--- src/rtl/mips_decode_exec.sv ---
// mips_decode_exec: decode/execute slice of a five-stage MIPS pipeline.
// Main control, ALU control and a 32-bit ALU are combinational. Their
// results are captured in a single EX/MEM output register that supports
// hold (stall) and flush (bubble insertion).
module mips_decode_exec (
  input  logic        clk,
  input  logic        rst_n,
  input  logic        hold,
  input  logic        flush,
  input  logic [31:0] instr,
  input  logic [31:0] rs_data,
  input  logic [31:0] rt_data,
  output logic [31:0] result,
  output logic        zero,
  output logic [31:0] store_data,
  output logic [4:0]  wrreg,
  output logic        regwrite,
  output logic        memread,
  output logic        memwrite,
  output logic        memtoreg,
  output logic        branch_eq,
  output logic        branch_ne,
  output logic        jump
);

  // Opcodes recognised by the main decoder.
  localparam logic [5:0] OP_RTYPE = 6'b000000;
  localparam logic [5:0] OP_LW    = 6'b100011;
  localparam logic [5:0] OP_SW    = 6'b101011;
  localparam logic [5:0] OP_BEQ   = 6'b000100;
  localparam logic [5:0] OP_BNE   = 6'b000101;
  localparam logic [5:0] OP_ADDI  = 6'b001000;
  localparam logic [5:0] OP_J     = 6'b000010;

  // R-type function codes.
  localparam logic [5:0] FN_ADD = 6'b100000;
  localparam logic [5:0] FN_SUB = 6'b100010;
  localparam logic [5:0] FN_AND = 6'b100100;
  localparam logic [5:0] FN_OR  = 6'b100101;
  localparam logic [5:0] FN_XOR = 6'b100110;
  localparam logic [5:0] FN_NOR = 6'b100111;
  localparam logic [5:0] FN_SLT = 6'b101010;

  // Main-control to ALU-control encoding.
  localparam logic [1:0] ALUOP_ADD   = 2'b00;
  localparam logic [1:0] ALUOP_SUB   = 2'b01;
  localparam logic [1:0] ALUOP_FUNCT = 2'b10;
  localparam logic [1:0] ALUOP_AND   = 2'b11;

  // ALU operation codes.
  localparam logic [3:0] ALU_AND = 4'd0;
  localparam logic [3:0] ALU_OR  = 4'd1;
  localparam logic [3:0] ALU_ADD = 4'd2;
  localparam logic [3:0] ALU_SUB = 4'd6;
  localparam logic [3:0] ALU_SLT = 4'd7;
  localparam logic [3:0] ALU_NOR = 4'd12;
  localparam logic [3:0] ALU_XOR = 4'd13;

  // Instruction fields.
  logic [5:0]  opcode;
  logic [4:0]  rt;
  logic [4:0]  rd;
  logic [5:0]  funct;
  logic [31:0] seimm;

  assign opcode = instr[31:26];
  assign rt     = instr[20:16];
  assign rd     = instr[15:11];
  assign funct  = instr[5:0];
  assign seimm  = {{16{instr[15]}}, instr[15:0]};

  // The rs index and shamt are not needed here: rs arrives already read and
  // forwarded, and no shift operations are implemented.
  logic unused_fields;
  assign unused_fields = ^{instr[25:21], instr[10:6]};

  // Decoded controls.
  logic       regdst;
  logic       alusrc;
  logic [1:0] aluop;
  logic       dec_regwrite;
  logic       dec_memread;
  logic       dec_memwrite;
  logic       dec_memtoreg;
  logic       dec_branch_eq;
  logic       dec_branch_ne;
  logic       dec_jump;

  // ALU datapath.
  logic [3:0]  aluctl;
  logic [31:0] alu_a;
  logic [31:0] alu_b;
  logic [31:0] alu_out;
  logic        alu_zero;
  logic [4:0]  dest_reg;

  // Main control: opcode to datapath/memory/writeback controls.
  // Unknown opcodes decode to a NOP; aluop is steered to the AND encoding so
  // the ALU still produces a&b for them.
  always_comb begin
    regdst        = 1'b0;
    alusrc        = 1'b0;
    aluop         = ALUOP_AND;
    dec_regwrite  = 1'b0;
    dec_memread   = 1'b0;
    dec_memwrite  = 1'b0;
    dec_memtoreg  = 1'b0;
    dec_branch_eq = 1'b0;
    dec_branch_ne = 1'b0;
    dec_jump      = 1'b0;
    case (opcode)
      OP_RTYPE: begin
        regdst       = 1'b1;
        dec_regwrite = 1'b1;
        aluop        = ALUOP_FUNCT;
      end
      OP_LW: begin
        dec_memread  = 1'b1;
        dec_memtoreg = 1'b1;
        alusrc       = 1'b1;
        dec_regwrite = 1'b1;
        aluop        = ALUOP_ADD;
      end
      OP_SW: begin
        dec_memwrite = 1'b1;
        alusrc       = 1'b1;
        aluop        = ALUOP_ADD;
      end
      OP_BEQ: begin
        dec_branch_eq = 1'b1;
        aluop         = ALUOP_SUB;
      end
      OP_BNE: begin
        dec_branch_ne = 1'b1;
        aluop         = ALUOP_SUB;
      end
      OP_ADDI: begin
        alusrc       = 1'b1;
        dec_regwrite = 1'b1;
        aluop        = ALUOP_ADD;
      end
      OP_J: begin
        dec_jump = 1'b1;
        aluop    = ALUOP_ADD;
      end
      default: begin
        aluop = ALUOP_AND;
      end
    endcase
  end

  // ALU control: aluop, and funct for R-type, select the ALU operation.
  always_comb begin
    aluctl = ALU_AND;
    case (aluop)
      ALUOP_ADD: aluctl = ALU_ADD;
      ALUOP_SUB: aluctl = ALU_SUB;
      ALUOP_FUNCT: begin
        case (funct)
          FN_ADD:  aluctl = ALU_ADD;
          FN_SUB:  aluctl = ALU_SUB;
          FN_AND:  aluctl = ALU_AND;
          FN_OR:   aluctl = ALU_OR;
          FN_XOR:  aluctl = ALU_XOR;
          FN_NOR:  aluctl = ALU_NOR;
          FN_SLT:  aluctl = ALU_SLT;
          default: aluctl = ALU_AND;
        endcase
      end
      default: aluctl = ALU_AND;
    endcase
  end

  assign alu_a    = rs_data;
  assign alu_b    = alusrc ? seimm : rt_data;
  assign dest_reg = regdst ? rd : rt;

  // 32-bit ALU; add and sub wrap silently, slt compares as signed.
  always_comb begin
    alu_out = 32'd0;
    case (aluctl)
      ALU_AND: alu_out = alu_a & alu_b;
      ALU_OR:  alu_out = alu_a | alu_b;
      ALU_ADD: alu_out = alu_a + alu_b;
      ALU_SUB: alu_out = alu_a - alu_b;
      ALU_SLT: alu_out = {31'd0, ($signed(alu_a) < $signed(alu_b))};
      ALU_NOR: alu_out = ~(alu_a | alu_b);
      ALU_XOR: alu_out = alu_a ^ alu_b;
      default: alu_out = 32'd0;
    endcase
  end

  assign alu_zero = (alu_out == 32'd0);

  // EX/MEM register: flush inserts an all-zero bubble (zero flag included),
  // hold freezes the stage, otherwise capture the freshly computed bundle.
  always_ff @(posedge clk or negedge rst_n) begin
    if (!rst_n) begin
      result     <= 32'd0;
      zero       <= 1'b0;
      store_data <= 32'd0;
      wrreg      <= 5'd0;
      regwrite   <= 1'b0;
      memread    <= 1'b0;
      memwrite   <= 1'b0;
      memtoreg   <= 1'b0;
      branch_eq  <= 1'b0;
      branch_ne  <= 1'b0;
      jump       <= 1'b0;
    end else if (flush) begin
      result     <= 32'd0;
      zero       <= 1'b0;
      store_data <= 32'd0;
      wrreg      <= 5'd0;
      regwrite   <= 1'b0;
      memread    <= 1'b0;
      memwrite   <= 1'b0;
      memtoreg   <= 1'b0;
      branch_eq  <= 1'b0;
      branch_ne  <= 1'b0;
      jump       <= 1'b0;
    end else if (!hold) begin
      result     <= alu_out;
      zero       <= alu_zero;
      store_data <= rt_data;
      wrreg      <= dest_reg;
      regwrite   <= dec_regwrite;
      memread    <= dec_memread;
      memwrite   <= dec_memwrite;
      memtoreg   <= dec_memtoreg;
      branch_eq  <= dec_branch_eq;
      branch_ne  <= dec_branch_ne;
      jump       <= dec_jump;
    end
  end

endmodule

--- config.mk ---
export PLATFORM = sky130hd
export DESIGN_NAME = mips_decode_exec
export DESIGN_NICKNAME = d
export VERILOG_FILES = /design/src/rtl/mips_decode_exec.sv
export SDC_FILE = /design/constraint.sdc
export NUM_CORES = 1
export LEC_CHECK = 0
export BUFFER_PORTS_ARGS = -buffer_cell sky130_fd_sc_hd__buf_2
export CAP_MARGIN = 30
export CORE_UTILIZATION = 50
export CTS_BUF_LIST = sky130_fd_sc_hd__clkbuf_4 sky130_fd_sc_hd__clkbuf_8 sky130_fd_sc_hd__clkbuf_16
export CTS_CLUSTER_DIAMETER = 50
export DETAILED_ROUTE_END_ITERATION = 7
export PLACE_DENSITY = 0.73
export REMOVE_ABC_BUFFERS = 1
export SKIP_LAST_GASP = 1
export SYNTH_ARGS = -nofsm -noshare
export SYNTH_HDL_FRONTEND = slang
export SYNTH_SLANG_ARGS = --single-unit
--- constraint.sdc ---
create_clock -name clk -period 1.3 [get_ports clk]
set_clock_uncertainty 0.15 [all_clocks]
set_input_delay 0.26 -clock clk [delete_from_list [all_inputs] [get_ports clk]]
set_output_delay 0.26 -clock clk [all_outputs]
set_load 0.01 [all_outputs]
# After elaboration in Yosys (flattened, before gate mapping)
# Index checks and enable logic that the tools add are counted.
# word_totals
inputBits,100
output_inout_bits,77
register_bits,76
# op_classes
bitwise,4
n_eq_ne,21
n_reduce_logical,8
muxes,34
n_lt_le_gt_ge,1
n_addsub,2
# op_table
cell,count
case mux 32 bit (7 select lines),1
two-way mux 32 bit,5
== test 6 bit (second input constant),8
adder 32 bit,1
AND 32 bit,1
zero test 32 bit,1
less-than comparator 32 bit,1
inverter 32 bit,1
OR 32 bit,1
subtractor 32 bit,1
bitwise XOR 32 bit,1
case mux 4 bit (6 select lines),1
two-way mux 1 bit,22
two-way mux 5 bit,3
== test 6 x 3 -> 1 bit (second input constant),2
case mux 4 bit (3 select lines),1
== test 4 x 3 -> 1 bit (second input constant),2
== test 4 bit (second input constant),2
== test 6 x 2 -> 1 bit (second input constant),1
== test 6 x 4 -> 1 bit (second input constant),1
zero test 6 bit,1
case mux 2 bit (3 select lines),1
OR reduction 3 bit,2
== test 4 x 1 -> 1 bit (second input constant),1
8 further kinds,8

# Depth between registers and ports, before layout
# logic_depth
word_depth,10
mapped_depth,23
mapped_depth_nobuf,19

# Worst setup path before layout
# No wires, ideal clock.
# synth_timing
path_type,input-to-reg
startpoint,in instr[27]
endpoint,reg zero
n_path_buf,3
arrival_time_ns,4.450
setup_ns,0.095
slack_ns,-3.395
stages,22
t_required_ns,1.055
cell_sequence,buf_2 nor3_1 nand2_1 a211o_1 clkbuf_1 inv_1 clkbuf_1 nand2_1 nand2_1 inv_1 ha_1 or4_1 or4_1 a21oi_2 nor3_2 a21oi_2 o21ai_2 and2_1 a221o_1 nor4_1 nand2_1 o32ai_2
# synth_via
elab_chain_len,10
word_cells_on_any_way,35
classes_between,2 x add/sub; 1 x order compare; 14 x eq/ne; 7 x mux; 4 x bitwise; 7 x reduce/logical
# synth_lines
item,line,text
start: declaration,10,"input logic [31:0] instr,"
"parallel branches: the longest is 6 deep, another holds subtractor 32 bit",n/a,
case mux 32 bit (7 select lines) *,181,case (aluctl)
zero test 32 bit *,193,assign alu_zero = (alu_out == 32'd0);
two-way mux 1 bit *,222,end else if (!hold) begin
two-way mux 1 bit *,210,end else if (flush) begin
end signal: assignment,224,zero <= alu_zero;
end: declaration,14,"output logic zero,"
# Every way passes the cells marked *. The select of a mux whose other input is x is not followed.
# A chain may end at the register's enable or synchronous reset.

# Worst setup path in the final report
# layout_timing
startpoint,in instr[31]
endpoint,reg zero
# The elaborated chain is that of the path after synthesis.

==> metrics.md <==
| Metric | Value |
|---|---|
| Crit path max fanout | `7` |
| Max rail drop VDD | `0.676 mV` |
| Root Driver | `clkbuf_16` |
| Buffers plus inverters on the worst setup path | `7` |
| Clk buf depth | `2` |
| Number of global-route vias before repair | `approximately 13,000` |
| Diodes inserted | `0` |
| CP arrival | `4580 ps` |
| Io pins | `177` |
| TritonCTS clock tree | `built` |
| CP Launch Type | `input port` |
| Fin. Hold Viols | `3` |
| CP endpoint kind | `register` |
| DRC violations left | `0` |
| Failing checks | `hold timing, setup timing` |
| WL per Instance | `21.6 um` |
| Largest family of logic cells by synthesized area | `compound AO/OA/AOI/OAI gates` |
| Req. time, crit path | `around 1400 ps` |
| Clock transition at path regs | `80 ps` |
| Final Critical Period | `4450 ps` |
| Unrepaired setup endpoints after global routing | `yes` |
| Worst Max-Slew Pin Slew | `roughly 960 ps` |
| Post-synthesis mux area share | `5.51%` |
| PnR worst setup slack | `-3150 ps` |
| Gr usage total | `43.8%` |
| Final Max Tran Viols | `0` |
| Avg Inst Size Synth | `7.65 um^2` |
| P&R area growth vs syn | `63.4%` |
| Initial Util | `around half` |
| Post-layout util | `83.6%` |
| Status | `complete, but fails checks` |
| Class of the worst hold path | `in2reg` |
| Post-Synth XOR/XNOR Area | `4.38%` |
| Post-DRT Antenna Nets | `0` |
| Seq/Total Area, Yosys | `between 10% and 20%` |
| Top post-synthesis cells by area | `dfrtp_1 (19%), ha_1 (15%), nor2_1 (5.6%), mux2i_1 (5.5%), a21oi_1 (5.4%)` |
| Initial DRC count | `1,265` |
| First-pass GRT wire length | `68,500 um` |
| Nets | `2,140` |
| Mapped Cells | `1,305` |
| # setup viols final | `66` |
| Num rows | `51` |
| Crit path kind | `in2reg` |
| Period utilization | `342%` |
| Max Cap Violations | `0` |
| Cell mode on critical path | `buf_4` |
| Chip width | `143 um` |
| Fmax | `225 MHz` |
| GRT Residual Overflow | `0` |
| Post-synth ARST share | `between 90% and 100%` |
| Post-DP HPWL | `33,200 um` |
| Largest net degree at the start of global routing | `77` |
| Pleak | `8.36 nW` |
| Post-synthesis cell type count | `94` |
| Antenna violations before repair | `0` |
| Clock latency on the worst-skew pair | `370 ps` |
| Slew HR | `a little over a third` |
| Syn Std Cell Area | `between 9000 and 10,000 um^2` |
| Hold_ws | `-2.35 ps` |
| Post-synthesis compound-gate area fraction | `26.1%` |
| Number of cells on the critical path | `24` |
| CTS Buf Count | `9` |
| Post-synth EDFFs | `0` |
| CP Cell Sequence | `buf_6 -> buf_4 -> nand3_2 -> a211o_4 -> buf_4 -> buf_6 -> nor2_1 -> a21o_1 -> buf_4 -> ha_4 -> fa_2 -> o21bai_2 -> buf_4 -> and2_1 -> o21ai_0 -> or4bb_1 -> a221oi_2 -> nor2b_2 -> nor4_4 -> nand4b_1 -> nor4_2 -> buf_4 -> nand2_1 -> o32ai_2` |
| GP Congestion | `1.02` |
| Slowest stage delay, CP | `approximately 460 ps` |
| CP max stage cell | `or4bb_1` |
| Layout cells sized above 1 | `46.2%` |
| Core outline area | `19,500 um^2` |
| Synth Area in Simple Gates | `22.0%` |
| Hold Crit Depth | `3` |
| Via count | `13,300` |
| Setup_tns | `-88,590 ps` |
| PD cells | `about 740 nW/um^2` |
| Crit path max-delay family | `simple AND/OR/NAND/NOR gates` |
| DR pass1 iterations | `6` |
| Port Buffer Count | `between 150 and 200` |
| Synth Register Bits | `76` |
| H-tree Lvls | `3` |
| Reg2reg path depth | `3` |
| Ys flop type | `dfrtp_1` |
| Die ar. | `20,500 um^2` |
| Top-area cell type share of the netlist area | `a little under a fifth` |
| DR vias/cell | `6.05` |
| Synth area leader | `dfrtp_1` |
| Die height | `about 140 um` |
| Synth Area in Adders | `15.3%` |
| Sink Count | `76` |
| Post-Route WL | `approximately 47,000 um` |
| Yosys warns | `0` |
-- area by class of cell --
type,instances,area (um^2)
clock inverter,6,65.1
tap,265,332
multi-input combinational,1044,8350
timing repair buffer,685,5050
sequential,76,1900
inverter,103,389
clock buffer,10,233
fill,1228,3210
-- final timing paths --
check | from | endpoint | slack, ps
setup / recovery | instr[31] | zero$_DFFE_PN0P_ | -3150
hold / removal | rt_data[31] | store_data[31]$_DFFE_PN0P_ | -2
setup reg to reg | result[23]$_DFFE_PN0P_ | result[23]$_DFFE_PN0P_ | 140
hold reg to reg | store_data[21]$_DFFE_PN0P_ | store_data[21]$_DFFE_PN0P_ | 370
max in group asynchronous | rst_n | result[14]$_DFFE_PN0P_ | 490
min in group asynchronous | rst_n | store_data[19]$_DFFE_PN0P_ | 260
-- metrics by stage --
step,total power [mW],instance area [um^2],instances,setup slack [ps]
after CTS,11.4,15600,2155,-3030
after global placement,8.11,14300,2115,-3780
final,12.1,16300,2189,-3150
after floorplan,5.16,9610,1223,-3470
after detailed placement,8.17,14300,2115,-3910
after global routing,12.6,16300,2189,-3350
-- worst register-to-register path, stage by stage, from the launching register on --
cell and delay [ps]:
dfrtp_1 410, buf_4 130, inv_1 40, a2111oi_2 340
-- sequential cells by signal, indices dropped and copies added, names as in the netlist --
| register | count |
|---|---|
| zero | 1 |
| memwrite | 1 |
| store_data | 32 |
| regwrite | 1 |
| branch_ne | 1 |
| jump | 1 |
| result | 32 |
| branch_eq | 1 |
| wrreg | 5 |
| memtoreg | 1 |
-- per-layer routing --
| metal | vias to the layer above | share of wire, % | GRT usage [%] |
|---|---|---|---|
| li1 | 5906 | - | - |
| met1 | 6183 | 38 | 54.5 |
| met2 | 894 | 46 | 71.9 |
| met3 | 271 | 9.2 | 6.13 |
| met4 | 0 | 6.7 | 26.1 |
| met5 | - | 0 | 0 |
-- logic make-up (layout without fill, tap and decap cells) --
family,count (synthesis),in the layout
AOI/OAI and AO/OA,366,366
xor gates and xnor gates,50,50
adders and majority gates,121,121
buffers and inverters,185,804
DFF,76,76
muxes,55,55
and+or+nand+nor,452,452
-- synthesized netlist by cell type, types with 5 or more instances --
cell	number
o211ai_1	14
o21ai_0	48
a221oi_1	9
a211o_1	6
and3_1	9
and2_1	11
a21o_1	18
clkbuf_1	51
a211oi_1	14
mux2i_1	55
a31oi_1	13
inv_1	101
o221ai_1	9
nor2_1	150
a22oi_1	6
o21bai_1	11
or3_1	5
o31a_1	5
a222oi_1	14
nor2b_1	13
buf_2	19
o21a_1	7
a21oi_1	107
nand2_1	135
nor4_1	18
ha_1	119
nor3_1	15
nand4_1	12
nand2b_1	11
xor2_1	12
nand3_1	29
o31ai_1	11
xnor2_1	38
dfrtp_1	76
-- layout by cell type, fill, tap and decap left out, types with 7 or more instances in the layout --
cell	instances
a21o_1	18
nand2_2	9
o21ai_0	36
a222oi_1	14
buf_4	486
o211ai_1	14
a31oi_1	11
xnor2_1	35
mux2i_1	53
nand2b_1	10
nand3_1	26
ha_4	18
a21oi_2	18
o21a_1	7
nor2b_1	12
a211oi_2	11
and2_1	11
o21ai_1	11
nor4_1	10
buf_12	11
o31ai_1	7
buf_2	155
nand2_1	123
inv_1	95
xor2_1	10
dfrtp_1	76
a21oi_1	90
nor2_1	146
nand4_1	12
clkbuf_16	9
ha_1	98
and3_1	7
o21bai_1	8
buf_6	30
nor3_1	12
-- repair_timing --
item | 4_1_cts | 5_1_grt
hold buffers | 1 | 0
gates resized for setup | 148 | 92
buffers inserted | 21 | 35
pin swaps | 62 | 31
setup endpoints to repair | 76 | 106
gates cloned | 2 | 0
endpoints found under the hold margin | 76 | 0
-- where the power goes --
group,internal [mW],switching [mW]
clock network,1.51,1.24
registers,2.50,0.0756
logic,3.22,3.55
total,7.23,4.87
Power figures use the tool's default switching activity.
